`src/rtl/seq_det_pkg.sv`:
```
// seq_det_pkg: shared helpers and reset constants for the parametrised
// serial pattern detector.
//   PROG_W(p) : width needed to hold a prefix length 0..p
//   len_rst() : reset value of the latched pattern length (full width)
//   OVL_RST   : reset value of the latched overlap mode (overlap enabled)
package seq_det_pkg;

   localparam logic OVL_RST = 1'b1;

   function automatic int PROG_W(input int p);
      return $clog2(p + 1);
   endfunction

   function automatic int len_rst(input int pat_w);
      return pat_w;
   endfunction

endpackage

```
`src/rtl/seq_prefix_match.sv`:
```
// seq_prefix_match: combinational longest-prefix search.
// Finds the largest k <= min(fill, len) such that the newest k history bits
// equal the first k bits of the pattern (pat[len-1 -: k]).
// Ports:
//   hist : history after the current bit is shifted in, newest bit at bit 0
//   fill : number of history bits belonging to the current epoch
//   pat  : latched pattern, pat[len-1] is the first expected bit
//   len  : latched pattern length (1..PAT_W)
//   k    : resulting prefix-match length (0 when nothing matches)
module seq_prefix_match
   import seq_det_pkg::*;
#(
   parameter int PAT_W = 8
)
(
   input  logic [PAT_W-1:0]         hist,
   input  logic [PROG_W(PAT_W)-1:0] fill,
   input  logic [PAT_W-1:0]         pat,
   input  logic [PROG_W(PAT_W)-1:0] len,
   output logic [PROG_W(PAT_W)-1:0] k
);

   localparam int PW = PROG_W(PAT_W);

   logic [PAT_W:1] hit_s;

   // Compares the n newest history bits against the n-bit pattern prefix.
   // The prefix pat[l-1:l-n] is right-aligned by shifting by (l-n) so its
   // last bit lines up with the newest history bit.
   function automatic logic prefix_hit(input logic [PAT_W-1:0] h,
                                       input logic [PAT_W-1:0] p,
                                       input int n,
                                       input int l);
      logic [PAT_W-1:0] mask;
      logic [PAT_W-1:0] aligned;
      mask    = (n >= PAT_W) ? {PAT_W{1'b1}} : ~({PAT_W{1'b1}} << n);
      aligned = p >> (l - n);
      return (((aligned ^ h) & mask) == {PAT_W{1'b0}});
   endfunction

   // Candidate lengths that fit the epoch and the pattern and actually match
   always_comb begin
      hit_s = {PAT_W{1'b0}};
      for (int c = 1; c <= PAT_W; c++) begin
         hit_s[c] = (c <= int'(fill)) && (c <= int'(len)) &&
                    prefix_hit(hist, pat, c, int'(len));
      end
   end

   // Priority pick: the longest matching candidate wins
   always_comb begin
      k = {PW{1'b0}};
      for (int c = 1; c <= PAT_W; c++) begin
         k = hit_s[c] ? PW'(c) : k;
      end
   end

endmodule

```
`src/rtl/seq_detect_param.sv`:
```
// seq_detect_param: run-time configurable serial pattern detector.
// Ports:
//   clock, reset_n           : rising-edge clock, async active-low reset
//   in_bit, in_valid         : serial data and its qualifier
//   cfg_load                 : latch cfg_pattern/cfg_len/cfg_overlap, restart
//   cfg_pattern, cfg_len     : pattern (MSB of the used field first) and length
//   cfg_overlap              : 1 = overlapping matches, 0 = restart after match
//   clr_count                : synchronous clear of match_count
//   match                    : registered one-cycle match pulse
//   progress                 : registered longest matched prefix length
//   match_count              : saturating match counter
module seq_detect_param
   import seq_det_pkg::*;
#(
   parameter int PAT_W = 8,
   parameter int CNT_W = 8
)
(
   input  logic                     clock,
   input  logic                     reset_n,
   input  logic                     in_bit,
   input  logic                     in_valid,
   input  logic                     cfg_load,
   input  logic [PAT_W-1:0]         cfg_pattern,
   input  logic [PROG_W(PAT_W)-1:0] cfg_len,
   input  logic                     cfg_overlap,
   input  logic                     clr_count,
   output logic                     match,
   output logic [PROG_W(PAT_W)-1:0] progress,
   output logic [CNT_W-1:0]         match_count
);

   localparam int             PW      = PROG_W(PAT_W);
   localparam logic [PW-1:0]  LEN_MAX = PW'(len_rst(PAT_W));
   localparam logic [PW-1:0]  PW_ONE  = PW'(1);
   localparam logic [CNT_W-1:0] CNT_ONE = CNT_W'(1);
   localparam logic [CNT_W-1:0] CNT_MAX = {CNT_W{1'b1}};

   logic [PAT_W-1:0] pat_r;
   logic [PW-1:0]    len_r;
   logic             ovl_r;
   logic [PAT_W-1:0] hist_r;
   logic [PW-1:0]    fill_r;

   logic [PAT_W-1:0] hist_nxt_s;
   logic [PW-1:0]    fill_nxt_s;
   logic [PW-1:0]    cfg_len_s;
   logic [PW-1:0]    k_s;
   logic             hit_s;

   // Look-ahead state after the current bit, sanitised length, match decision
   always_comb begin
      hist_nxt_s = {hist_r[PAT_W-2:0], in_bit};
      fill_nxt_s = (fill_r == LEN_MAX) ? fill_r : (fill_r + PW_ONE);
      cfg_len_s  = ((cfg_len == {PW{1'b0}}) || (cfg_len > LEN_MAX)) ? LEN_MAX : cfg_len;
      // cfg_load drops any bit presented in the same cycle
      hit_s      = in_valid & ~cfg_load & (k_s == len_r);
   end

   seq_prefix_match #(
      .PAT_W (PAT_W)
   ) u_prefix (
      .hist (hist_nxt_s),
      .fill (fill_nxt_s),
      .pat  (pat_r),
      .len  (len_r),
      .k    (k_s)
   );

   // Configuration, history, epoch fill and detector outputs
   always_ff @(posedge clock or negedge reset_n) begin
      if (!reset_n) begin
         pat_r    <= {PAT_W{1'b0}};
         len_r    <= LEN_MAX;
         ovl_r    <= OVL_RST;
         hist_r   <= {PAT_W{1'b0}};
         fill_r   <= {PW{1'b0}};
         progress <= {PW{1'b0}};
         match    <= 1'b0;
      end else if (cfg_load) begin
         pat_r    <= cfg_pattern;
         len_r    <= cfg_len_s;
         ovl_r    <= cfg_overlap;
         hist_r   <= {PAT_W{1'b0}};
         fill_r   <= {PW{1'b0}};
         progress <= {PW{1'b0}};
         match    <= 1'b0;
      end else if (in_valid) begin
         hist_r   <= hist_nxt_s;
         progress <= k_s;
         match    <= hit_s;
         // Non-overlap mode starts a fresh epoch right after a match
         fill_r   <= (hit_s & ~ovl_r) ? {PW{1'b0}} : fill_nxt_s;
      end else begin
         match    <= 1'b0;
      end
   end

   // Saturating match counter; a clear coinciding with a match leaves 1
   always_ff @(posedge clock or negedge reset_n) begin
      if (!reset_n) begin
         match_count <= {CNT_W{1'b0}};
      end else if (clr_count) begin
         match_count <= hit_s ? CNT_ONE : {CNT_W{1'b0}};
      end else if (hit_s && (match_count != CNT_MAX)) begin
         match_count <= match_count + CNT_ONE;
      end else begin
         match_count <= match_count;
      end
   end

endmodule

```
`config.mk`:
```
export PLATFORM = sky130hd
export DESIGN_NAME = seq_detect_param
export DESIGN_NICKNAME = d
export VERILOG_FILES = /design/src/rtl/seq_det_pkg.sv /design/src/rtl/seq_prefix_match.sv /design/src/rtl/seq_detect_param.sv
export SDC_FILE = /design/constraint.sdc
export NUM_CORES = 1
export LEC_CHECK = 0
export ABC_AREA = 1
export BUFFER_PORTS_ARGS = -buffer_cell sky130_fd_sc_hd__buf_2
export CORE_MARGIN = 3
export CORE_UTILIZATION = 56
export CTS_BUF_LIST = sky130_fd_sc_hd__clkbuf_2
export DETAILED_ROUTE_END_ITERATION = 6
export GPL_TIMING_DRIVEN = 0
export PLACE_DENSITY = 0.78
export SYNTH_ARGS = -nofsm -noshare
export SYNTH_HDL_FRONTEND = slang
export SYNTH_SLANG_ARGS = --single-unit
```
`constraint.sdc`:
```
create_clock -name clock -period 2.8 [get_ports clock]
set_clock_uncertainty 0.2 [all_clocks]
set_input_delay 0.14 -clock clock [delete_from_list [all_inputs] [get_ports clock]]
set_output_delay 0.14 -clock clock [all_outputs]
set_load 0.005 [all_outputs]
```
-- Yosys cells after proc, flatten, opt, wreduce, memory -nomap -nowiden
Index checks and enable logic that the tools add are counted.
- input bits: 19
- output and inout bits: 13
- bits in registers: 37
- word-level logic and storage cells: 110
- shift-type cells: 8
- mux-type cells: 22
- bitwise operators: 13
- $add $sub $neg: 10
- reductions and logical operators: 29
- equal/unequal tests: 3
- magnitude comparators: 17
- operators with widths (operator ; number):
    $logic_not 8->1 ; 8
    $mux 4 ; 10
    $le 3x4->1 const A ; 8
    $shr 8x32->1 ; 1
    $shr 8x32->2 ; 1
    $shr 8x32->3 ; 1
    $shr 8x32->4 ; 1
    $shr 8x32->5 ; 1
    $shr 8x32->6 ; 1
    $shr 8x32->7 ; 1
    $shr 8x32->8 ; 1
    $sub 4x3->5 const B ; 4
    $logic_and 1x1->1 ; 17
    $le 2x4->1 const A ; 4
    $mux 8 ; 2
    $mux 7 ; 2
    $sub 4x2->5 const B ; 2
    $add 8x1->8 const B ; 1
    $le 1x4->1 const A ; 2
    $le 4x4->1 const A ; 2
    $ne 8x8->1 const B ; 1
    $xor 8x8->8 ; 1
    $xor 7x7->7 ; 1
    $mux 3 ; 2
    other kinds (19) ; 27

-- Logic depth before layout (Yosys ltp)
Gate-level depths: netlist of the first run.
- depth in word-level cells: 19
- mapped depth: 26
- mapped depth without buffers: 24

-- Cells and area by module
Synthesis of the first run repeated with hierarchy kept, for this count alone.
- cells, all modules: 677
- area total of the unflattened synthesis: 4127.7 sq um
- modules (own cells, without submodules) (module ; times used ; area an instance (sq um) ; sequential area each (sq um) ; cells an instance):
    seq_prefix_match ; 1 ; 2288.4 ; 0.0 ; 447
    seq_detect_param ; 1 ; 1839.3 ; 928.4 ; 230

-- Worst setup path before layout of the first run
OpenSTA, ideal clock, no wires.
- kind: reg2reg
- start: reg len_r[2]
- end: reg fill_r[0]
- period minus slack after synthesis: 2.907 ns
- arrival: 2.580 ns
- required time: 2.473 ns
- library setup time: 0.127 ns
- cell stages (with the launch flop): 23
- path buffers: 2
- path slack: -0.107 ns
- cells stage by stage: dfrtp_1 buf_6 inv_4 buf_2 ha_1 inv_1 nand2_1 inv_1 nand2_1 nand2_1 nand3_1 nor2_1 nand2_1 nor2_2 nor2_1 nand2_1 nand2_1 nand2_1 nand3_2 nor2_4 nand3_1 nand2_1 o21ai_0
- word-level cells in the longest chain between the ends: 19
- elaborated cells on any way between the ends: 70
- those cells by class: add/sub (8); order compare (8); eq/ne (1); shift (8); mux (11); bitwise (10); reduce/logical (24)
- RTL lines (what ; line ; RTL):
    from (decl) ; seq_detect_param.sv:40 ; logic [PW-1:0] len_r;
    from (signal assigned) ; seq_detect_param.sv:82 ; len_r <= cfg_len_s;
    $sub 4x1->5 ; seq_prefix_match.sv:37 ; aligned = p >> (l - n);
    $shr 8x32->1 ; seq_prefix_match.sv:37 ;
    $xor 1x1->1 ; seq_prefix_match.sv:38 ; return (((aligned ^ h) & mask) == {PAT_W{1'b0}});
    $logic_not 8->1 ; seq_prefix_match.sv:38 ;
    $logic_and 1x1->1 ; seq_prefix_match.sv:45 ; hit_s[c] = (c <= int'(fill)) && (c <= int'(len)) &&
    $mux 1 ; seq_prefix_match.sv:54 ; k = hit_s[c] ? PW'(c) : k;
    $mux 2 (2 in series) ; seq_prefix_match.sv:54 ;
    $mux 3 (2 in series) ; seq_prefix_match.sv:54 ;
    $mux 4 (3 in series) ; seq_prefix_match.sv:54 ;
    $eq 4x4->1 (*) ; seq_detect_param.sv:57 ; hit_s = in_valid & ~cfg_load & (k_s == len_r);
    $and 1x1->1 (*) ; seq_detect_param.sv:57 ;
    $and 1x1->1 (*) ; seq_detect_param.sv:93 ; fill_r <= (hit_s & ~ovl_r) ? {PW{1'b0}} : fill_nxt_s;
    $mux 4 (*) ; seq_detect_param.sv:93 ;
    $mux 4 (*) ; seq_detect_param.sv:88 ; end else if (in_valid) begin
    $mux 4 (*) ; seq_detect_param.sv:80 ; end else if (cfg_load) begin
    to (signal assigned) ; seq_detect_param.sv:77 ; fill_r <= {PW{1'b0}};
    to (signal assigned) ; seq_detect_param.sv:85 ; fill_r <= {PW{1'b0}};
    to (signal assigned) ; seq_detect_param.sv:93 ;
    to (decl) ; seq_detect_param.sv:43 ; logic [PW-1:0] fill_r;
Every way passes the cells marked *; elsewhere a longest branch is shown, timed or not. The select of a mux whose other input is x is not followed.
A chain may end at the register's enable or synchronous reset.

-- Final worst setup path of the first run
- start: reg len_r[2]
- end: reg match_count[2]
- word-level cells in the longest chain between the ends: 17
- elaborated cells on any way between the ends: 68
- those cells by class: add/sub (8); order compare (8); eq/ne (1); shift (8); mux (8); bitwise (9); reduce/logical (26)
- RTL lines (what ; line ; RTL):
    $sub 4x1->5 ; seq_prefix_match.sv:37 ;
    $shr 8x32->1 ; seq_prefix_match.sv:37 ;
    $xor 1x1->1 ; seq_prefix_match.sv:38 ;
    $logic_not 8->1 ; seq_prefix_match.sv:38 ;
    $logic_and 1x1->1 ; seq_prefix_match.sv:45 ;
    $mux 1 ; seq_prefix_match.sv:54 ;
    $mux 2 (2 in series) ; seq_prefix_match.sv:54 ;
    $mux 3 (2 in series) ; seq_prefix_match.sv:54 ;
    $mux 4 (3 in series) ; seq_prefix_match.sv:54 ;
    $eq 4x4->1 (*) ; seq_detect_param.sv:57 ;
    $and 1x1->1 (*) ; seq_detect_param.sv:57 ;
    $logic_and 1x1->1 (*) ; seq_detect_param.sv:105 ; end else if (hit_s && (match_count != CNT_MAX)) begin
    $reduce_bool 2->1 (no line) (*) ; -- ;
    to (signal assigned) ; seq_detect_param.sv:104 ; match_count <= hit_s ? CNT_ONE : {CNT_W{1'b0}};
    to (signal assigned) ; seq_detect_param.sv:106 ; match_count <= match_count + CNT_ONE;
    to (signal assigned) ; seq_detect_param.sv:108 ; match_count <= match_count;
    to (decl) ; seq_detect_param.sv:30 ; output logic [CNT_W-1:0] match_count
Every way passes the cells marked *; elsewhere a longest branch is shown, timed or not.

==> results_dict.tcl, run 1 <==
set metrics [dict create \
    status "finished with violations" \
    violations "negative setup slack" \
    finalCriticalPeriod_ns 3.32 \
    netlist_area_um2 4260 \
    initial_core_util_pct 58.1 \
    power_leakage_nw 2.87 \
    hold_ws_ns 0.0514 \
    start_kind "flop" \
    antenna_found_initial 0 \
    synthMuxAreaShare_pct 0 \
    wl_per_cell_um 16.9 \
    ant_nets 0 \
    synth_cell_types 43 \
    synth_top_family_by_area "simple AND/OR/NAND/NOR gates" \
    core_area_um2 7330 \
    cts_root_buf "clkbuf_2" \
    path_common_cell "nand2_1" \
    relSlewSlack_pct 44.1 \
    finalCritPeriodShare_pct 119 \
    synth_top_area_share_pct 25.6 \
    syn_area_per_cell_um2 5.95 \
    post-synth-top-area-cell "nand2_1" \
    routabilityCongestion 1.02 \
    syn-num-nets 756 \
    criticalPathCategory "flop to flop" \
    vdd_ir_drop_max_mv 0.271 \
    vias 5435 \
    setup_viol 14 \
    drc 0 \
    slowest_stage "dfrtp_2" \
    grt_use_total_pct 34.0 \
    layout_common_cells "241 x nand2_1, 95 x nand3_1, 55 x nand2_2" \
    path_max_fanout 8 \
    grt_pass1_wl_um 23500 \
    crit_buf_inv 5 \
    power.density_nw_per_um2 387 \
    final_max_slew_viol_count 0 \
    layout_setup_ws_ns -0.523 \
    fin_area_um2 5710 \
    htree_levels 2 \
    yosys_warnings 0 \
    final_nets 851 \
    dp_hpwl_um 10100 \
    end_kind "flop" \
    cts_tree "done" \
    die-area_um2 8690 \
    pre_cts_ws_ns -0.554 \
    portBuffers 29 \
    max_stage_delay_ns 0.47 \
    ys.flop_type "dfrtp_1" \
    area_delta_synth_final_pct 34.1 \
    yosysSeqAreaShare_pct 21.8 \
    placed_area_um2 4640 \
    cap_violations 0 \
    grt-ovfl-total 0 \
    hold_viol 0 \
    grt_pass1_vias 4957 \
    worstPathArrival_ns 3.51 \
    synth-seq-cells 37 \
    n_antenna_cell 0 \
    drt-initial-drc-count 607 \
    synth_compound_area_share_pct 7.55 \
    synth_xor_area_share_pct 2.09 \
    drive_gt1_share_pct 29.3 \
    yosys.area_share.simple_pct 52.8 \
    hp-class "input port to flop" \
    dieHeight_um 93.2 \
    grt_max_degree 38 \
    rsz0062_at_grt "true" \
    clk_pin_slew_worst_paths_ns 0.21 \
    cts_buffer_depth 2 \
    die_w_um 93.2 \
    clk_latency_ns 0.44 \
    crit_family "simple AND/OR/NAND/NOR gates" \
    tightest_slew_ns 0.839 \
    synthArstFlopShare_pct 100 \
    wl_um 15400 \
    rows 31 \
    vias_per_cell 5.97 \
    cts_sinks 37 \
    max_freq_ghz 0.301 \
    synth_cells 716 \
    ios 32 \
    final_common_cell "nand2_1" \
    synthTopCellsByArea "nand2_1 26%, dfrtp_1 21%, nand3_1 14%" \
    yosys.area_share.adder_pct 6.17 \
    dr.pass1.iters 6 \
    worstPathRequired_ns 2.99 \
    synth_edf_count 0 \
    cts_made_buffers 5 \
]
-- worst paths after layout --
check | from | endpoint | slack (ns) | depth (start not counted)
worst max-delay path | len_r[2]$_DFFE_PN0P_ | match_count[2]$_DFFE_PN0P_ | -0.52 | 25
worst min-delay path | cfg_len[3] | len_r[3]$_DFFE_PN1P_ | 0.05 | 5
worst max register to register | len_r[2]$_DFFE_PN0P_ | match_count[2]$_DFFE_PN0P_ | -0.52 | 25
worst min register to register | progress[1]$_DFFE_PN0P_ | progress[1]$_DFFE_PN0P_ | 0.33 | 2
max in group asynchronous | reset_n | len_r[2]$_DFFE_PN0P_ | 1.70 | 2
min in group asynchronous | reset_n | fill_r[3]$_DFFE_PN0P_ | 0.08 | 2
-- worst register-to-register path, cell delays in order (launching register included) --
cell     delay (ns)
dfrtp_2        0.47
buf_8          0.13
inv_8          0.05
buf_12         0.13
buf_12         0.12
ha_4           0.20
buf_4          0.16
nor2_4         0.13
nand2_1        0.08
nand3_1        0.15
nand2_2        0.08
nand2_1        0.10
nand2_1        0.08
nor2_1         0.09
nand2_1        0.07
nor2_2         0.10
nor2_2         0.05
nand2_2        0.09
nand2_2        0.08
nand2_2        0.06
nand3_2        0.07
nor2_4         0.19
nand3_4        0.14
nand2_4        0.14
nand2_1        0.07
nand2_1        0.06
-- cell type report --
type                    instances  area [um2]
flip-flops and latches         37         932
well taps                      99         124
repair buffers                 87         677
fillers                       538        1620
clock inverters                 3        43.8
plain buffers                  20         200
multi-input cells             591        3400
inverters                      69         307
clock buffers                   5        25.0
-- flip-flops by register name, indices dropped and copies added, names as in the netlist --
register and count:
fill_r 4, hist_r 7, len_r 4, match 1, match_count 8, ovl_r 1
pat_r 8, progress 4
-- synthesized netlist by cell type, types with 3 or more instances --
| master | n |
|---|---|
| nand2_2 | 14 |
| xor2_1 | 6 |
| nand4_1 | 12 |
| nand3b_1 | 3 |
| ha_1 | 21 |
| dfrtp_1 | 35 |
| nor2_2 | 8 |
| nand3_1 | 115 |
| inv_2 | 4 |
| buf_2 | 4 |
| o21ai_0 | 20 |
| a21oi_1 | 12 |
| nand2_4 | 5 |
| nor2_1 | 51 |
| buf_6 | 4 |
| clkbuf_1 | 6 |
| nor3_1 | 3 |
| o22ai_1 | 10 |
| inv_1 | 62 |
| nand2_1 | 290 |
| buf_4 | 3 |
-- where the power goes --
part           internal, mW  switching [mW]  total [mW]
sequential            0.565          0.0301       0.595
clock                 0.153           0.212       0.364
combinational         0.465           0.786        1.25
-- routing by layer --
metal	global-route usage (%)	wire length, um	up-vias
met1	43.4	5930	2454
met2	56.3	6910	358
li1	-	-	2507
met4	16.6	1100	0
met3	4.51	1470	116
met5	0	0	-
-- timing repair --
item                                    4_1_cts  5_1_grt
resized for setup                            57       84
endpoints found under the setup margin       15       16
gates cloned                                  3        0
endpoints found under the hold margin        70        0
pin swaps                                    32       45
hold buffers                                 25        0
buffers inserted                             22        9
-- cells by family (layout without fill, tap and decap cells) --
logic type,count (synthesis),count (layout)
simple gates,508,509
buf+inv,89,184
compound gates,53,53
flops,37,37
fa+ha+maj,21,21
xor+xnor,8,8
-- stage by stage --
| step | util, % | std cells | power, mW | setup TNS (ns) |
|---|---|---|---|---|
| 2_1_floorplan | - | 716 | 1.30 | 0 |
| 3_3_place_gp | 63.3 | 844 | 1.51 | -6.24 |
| 3_5_place_dp | 63.3 | 844 | 1.52 | -6.66 |
| 4_1_cts | 73.2 | 902 | 2.04 | -3.05 |
| 5_1_grt | 77.9 | 911 | 2.34 | -8.26 |
| 6_report | 77.9 | 911 | 2.21 | -6.38 |
(Power assumes the default switching activity.)
==> run 2: changes to the inputs <==
--- a/config.mk
+++ b/config.mk
@@ -7,12 +7,14 @@
 export LEC_CHECK = 0
 export ABC_AREA = 1
 export BUFFER_PORTS_ARGS = -buffer_cell sky130_fd_sc_hd__buf_2
+export CELL_PAD_IN_SITES_DETAIL_PLACEMENT = 1
+export CELL_PAD_IN_SITES_GLOBAL_PLACEMENT = 1
 export CORE_MARGIN = 3
-export CORE_UTILIZATION = 56
+export CORE_UTILIZATION = 40
 export CTS_BUF_LIST = sky130_fd_sc_hd__clkbuf_2
 export DETAILED_ROUTE_END_ITERATION = 6
 export GPL_TIMING_DRIVEN = 0
-export PLACE_DENSITY = 0.78
+export PLACE_DENSITY = 0.8
 export SYNTH_ARGS = -nofsm -noshare
 export SYNTH_HDL_FRONTEND = slang
 export SYNTH_SLANG_ARGS = --single-unit
==> run 2 against run 1 <==
Effect of this change:
- the flow still finishes with violations (negative setup slack)
- sequential power hardly changed
- critical path depth rose by 1
- via count down 2.5%
- combinational power barely moved
- cell count increased by 4.3%
- design area shrank 1.5%
- critical endpoint is now match_count[3]$_DFFE_PN0P_
==> results_dict.tcl, run 2 (same netlist as run 1, synthesis figures left out) <==
set metrics [dict create \
    max_stage_delay_ns 0.60 \
    final_max_slew_viol_count 0 \
    vdd_ir_drop_max_mv 0.240 \
    fill_cells 1407 \
    cts_made_buffers 5 \
    holdPathStages 3 \
    hold_ws_ns 0.0469 \
    crit_start "len_r[3]$_DFFE_PN1P_" \
    hold_end "len_r[3]$_DFFE_PN1P_" \
    n_antenna_cell 0 \
    wl_per_cell_um 18.3 \
    drive_gt1_share_pct 25.4 \
    end_kind "flop" \
    portBuffers 29 \
    routabilityCongestion 0.930 \
    cts_sinks 37 \
    cts_root_buf "clkbuf_2" \
    die-area_um2 11900 \
    r2r_end "match_count[3]$_DFFE_PN0P_" \
    finalCritPeriodShare_pct 119 \
    max_freq_ghz 0.301 \
    clk_pin_slew_worst_paths_ns 0.25 \
    worstPathArrival_ns 3.52 \
    drc 0 \
    criticalPathCategory "flop to flop" \
    start_kind "flop" \
    die_w_um 109 \
    status "finished with violations" \
    slowest_stage "dfstp_2" \
    worstPathRequired_ns 3.00 \
    layout_common_cells "261 x nand2_1, 103 x nand3_1, 58 x inv_1" \
    ant_nets 0 \
    layout_setup_ws_ns -0.520 \
    power.density_nw_per_um2 392 \
    cts_buffer_depth 2 \
    cts_tree "done" \
    vias 5301 \
    reg2reg_depth 26 \
    vias_per_cell 5.58 \
    final_common_cell "nand2_1" \
    r2r_slack_ns -0.52 \
    tightest_slew_ns 0.889 \
    power_leakage_nw 2.88 \
    worstHoldStart "cfg_load" \
    violations "negative setup slack" \
    htree_levels 2 \
    relSlewSlack_pct 40.8 \
    area_delta_synth_final_pct 32.1 \
    antenna_found_initial 0 \
    core_area_um2 10300 \
    hp-class "input port to flop" \
    clk_latency_ns 0.44 \
    rows 37 \
    drt-initial-drc-count 295 \
    grt_pass1_vias 5320 \
    grt-ovfl-total 0 \
    largestRegisters "match_count x8, pat_r x8, hist_r x7" \
    rsz0062_at_grt "true" \
    dp_hpwl_um 12100 \
    path_common_cell "nand2_1" \
    cap_violations 0 \
    dr.pass1.iters 5 \
    grt_pass1_wl_um 27300 \
    pre_cts_ws_ns -0.656 \
    finalCriticalPeriod_ns 3.32 \
    grt_use_total_pct 29.5 \
    path_max_fanout 7 \
    dieHeight_um 109 \
    initial_core_util_pct 41.3 \
    grt_max_degree 38 \
    wl_um 17400 \
    hold_viol 0 \
    setup_viol 16 \
    ios 32 \
    crit-reg2reg-launch "len_r[3]$_DFFE_PN1P_" \
    final_nets 853 \
]
[run 2: cell types whose count changed in the layout (fill, tap and decap cells not counted), moves of 7 or more]
| cell | before | now |
|---|---|---|
| nand3_2 | 22 | 14 |
| nand2_2 | 55 | 36 |
| nand3_1 | 95 | 103 |
| nor2_2 | 8 | 15 |
| nand2_1 | 241 | 261 |
[run 2: worst max-delay path: cells and delay by family, from the launching register on]
family	cells	cell delay (ns)
AOI/OAI and AO/OA	1	0.20
adders and majority gates	1	0.20
and+or+nand+nor	20	1.66
buffers and inverters	4	0.43
DFF	1	0.60
[run 2: metrics by stage]
step           instances  power [mW]  util, %  instance area, um2  TNS [ns]
3_5_place_dp         881        1.57     45.4                4680     -8.10
5_1_grt              950        2.34     54.5                5630     -9.29
2_1_floorplan        716        1.30        -                4370         0
4_1_cts              940        2.11     52.4                5410     -5.18
3_3_place_gp         881        1.54     45.4                4680     -7.21
6_report             950        2.21     54.5                5630     -6.65
[run 2: layer usage]
metal / share of wire (%) / vias to the layer above / routed length (um) / global-route usage (%)
met2: 50 / 166 / 8790 / 52.1
met1: 41 / 2593 / 7210 / 37.6
met4: 2.8 / 0 / 482 / 8.82
li1: - / 2499 / - / -
met5: 0 / - / 0 / 0
met3: 5.3 / 43 / 925 / 3.32
[run 2: report_power, final]
part	switching [mW]	internal (mW)
combinational	0.768	0.455
sequential	0.0279	0.565
clock	0.237	0.153
[run 2: area by class of cell]
type	count	area (um2)	area share, %
plain buffers	20	200	3.56
clock buffers	5	25.0	0.445
clock inverters	3	43.8	0.778
inverters	69	292	5.18
multi-input cells	591	3260	57.9
flip-flops and latches	37	933	16.6
well taps	136	170	3.02
repair buffers	89	703	12.5
[run 2: what timing repair did]
item,4_1_cts,5_1_grt
gates cloned,2,0
endpoints found under the hold margin,70,0
setup endpoints to repair,16,16
hold buffers,25,0
pin swaps,30,32
resized for setup,50,43
setup buffers,24,10
[run 2: worst max path at each step]
stage | cells after the start | slack (ns) | end
3_3_place_gp | 26 | -0.60 | match_count[4]$_DFFE_PN0P_
5_1_grt | 26 | -0.69 | match_count[1]$_DFFE_PN0P_
2_1_floorplan | 26 | 0.00002 | match_count[2]$_DFFE_PN0P_
3_5_place_dp | 26 | -0.66 | match_count[2]$_DFFE_PN0P_
6_report | 26 | -0.52 | match_count[3]$_DFFE_PN0P_
4_1_cts | 22 | -0.41 | match_count[6]$_DFFE_PN0P_
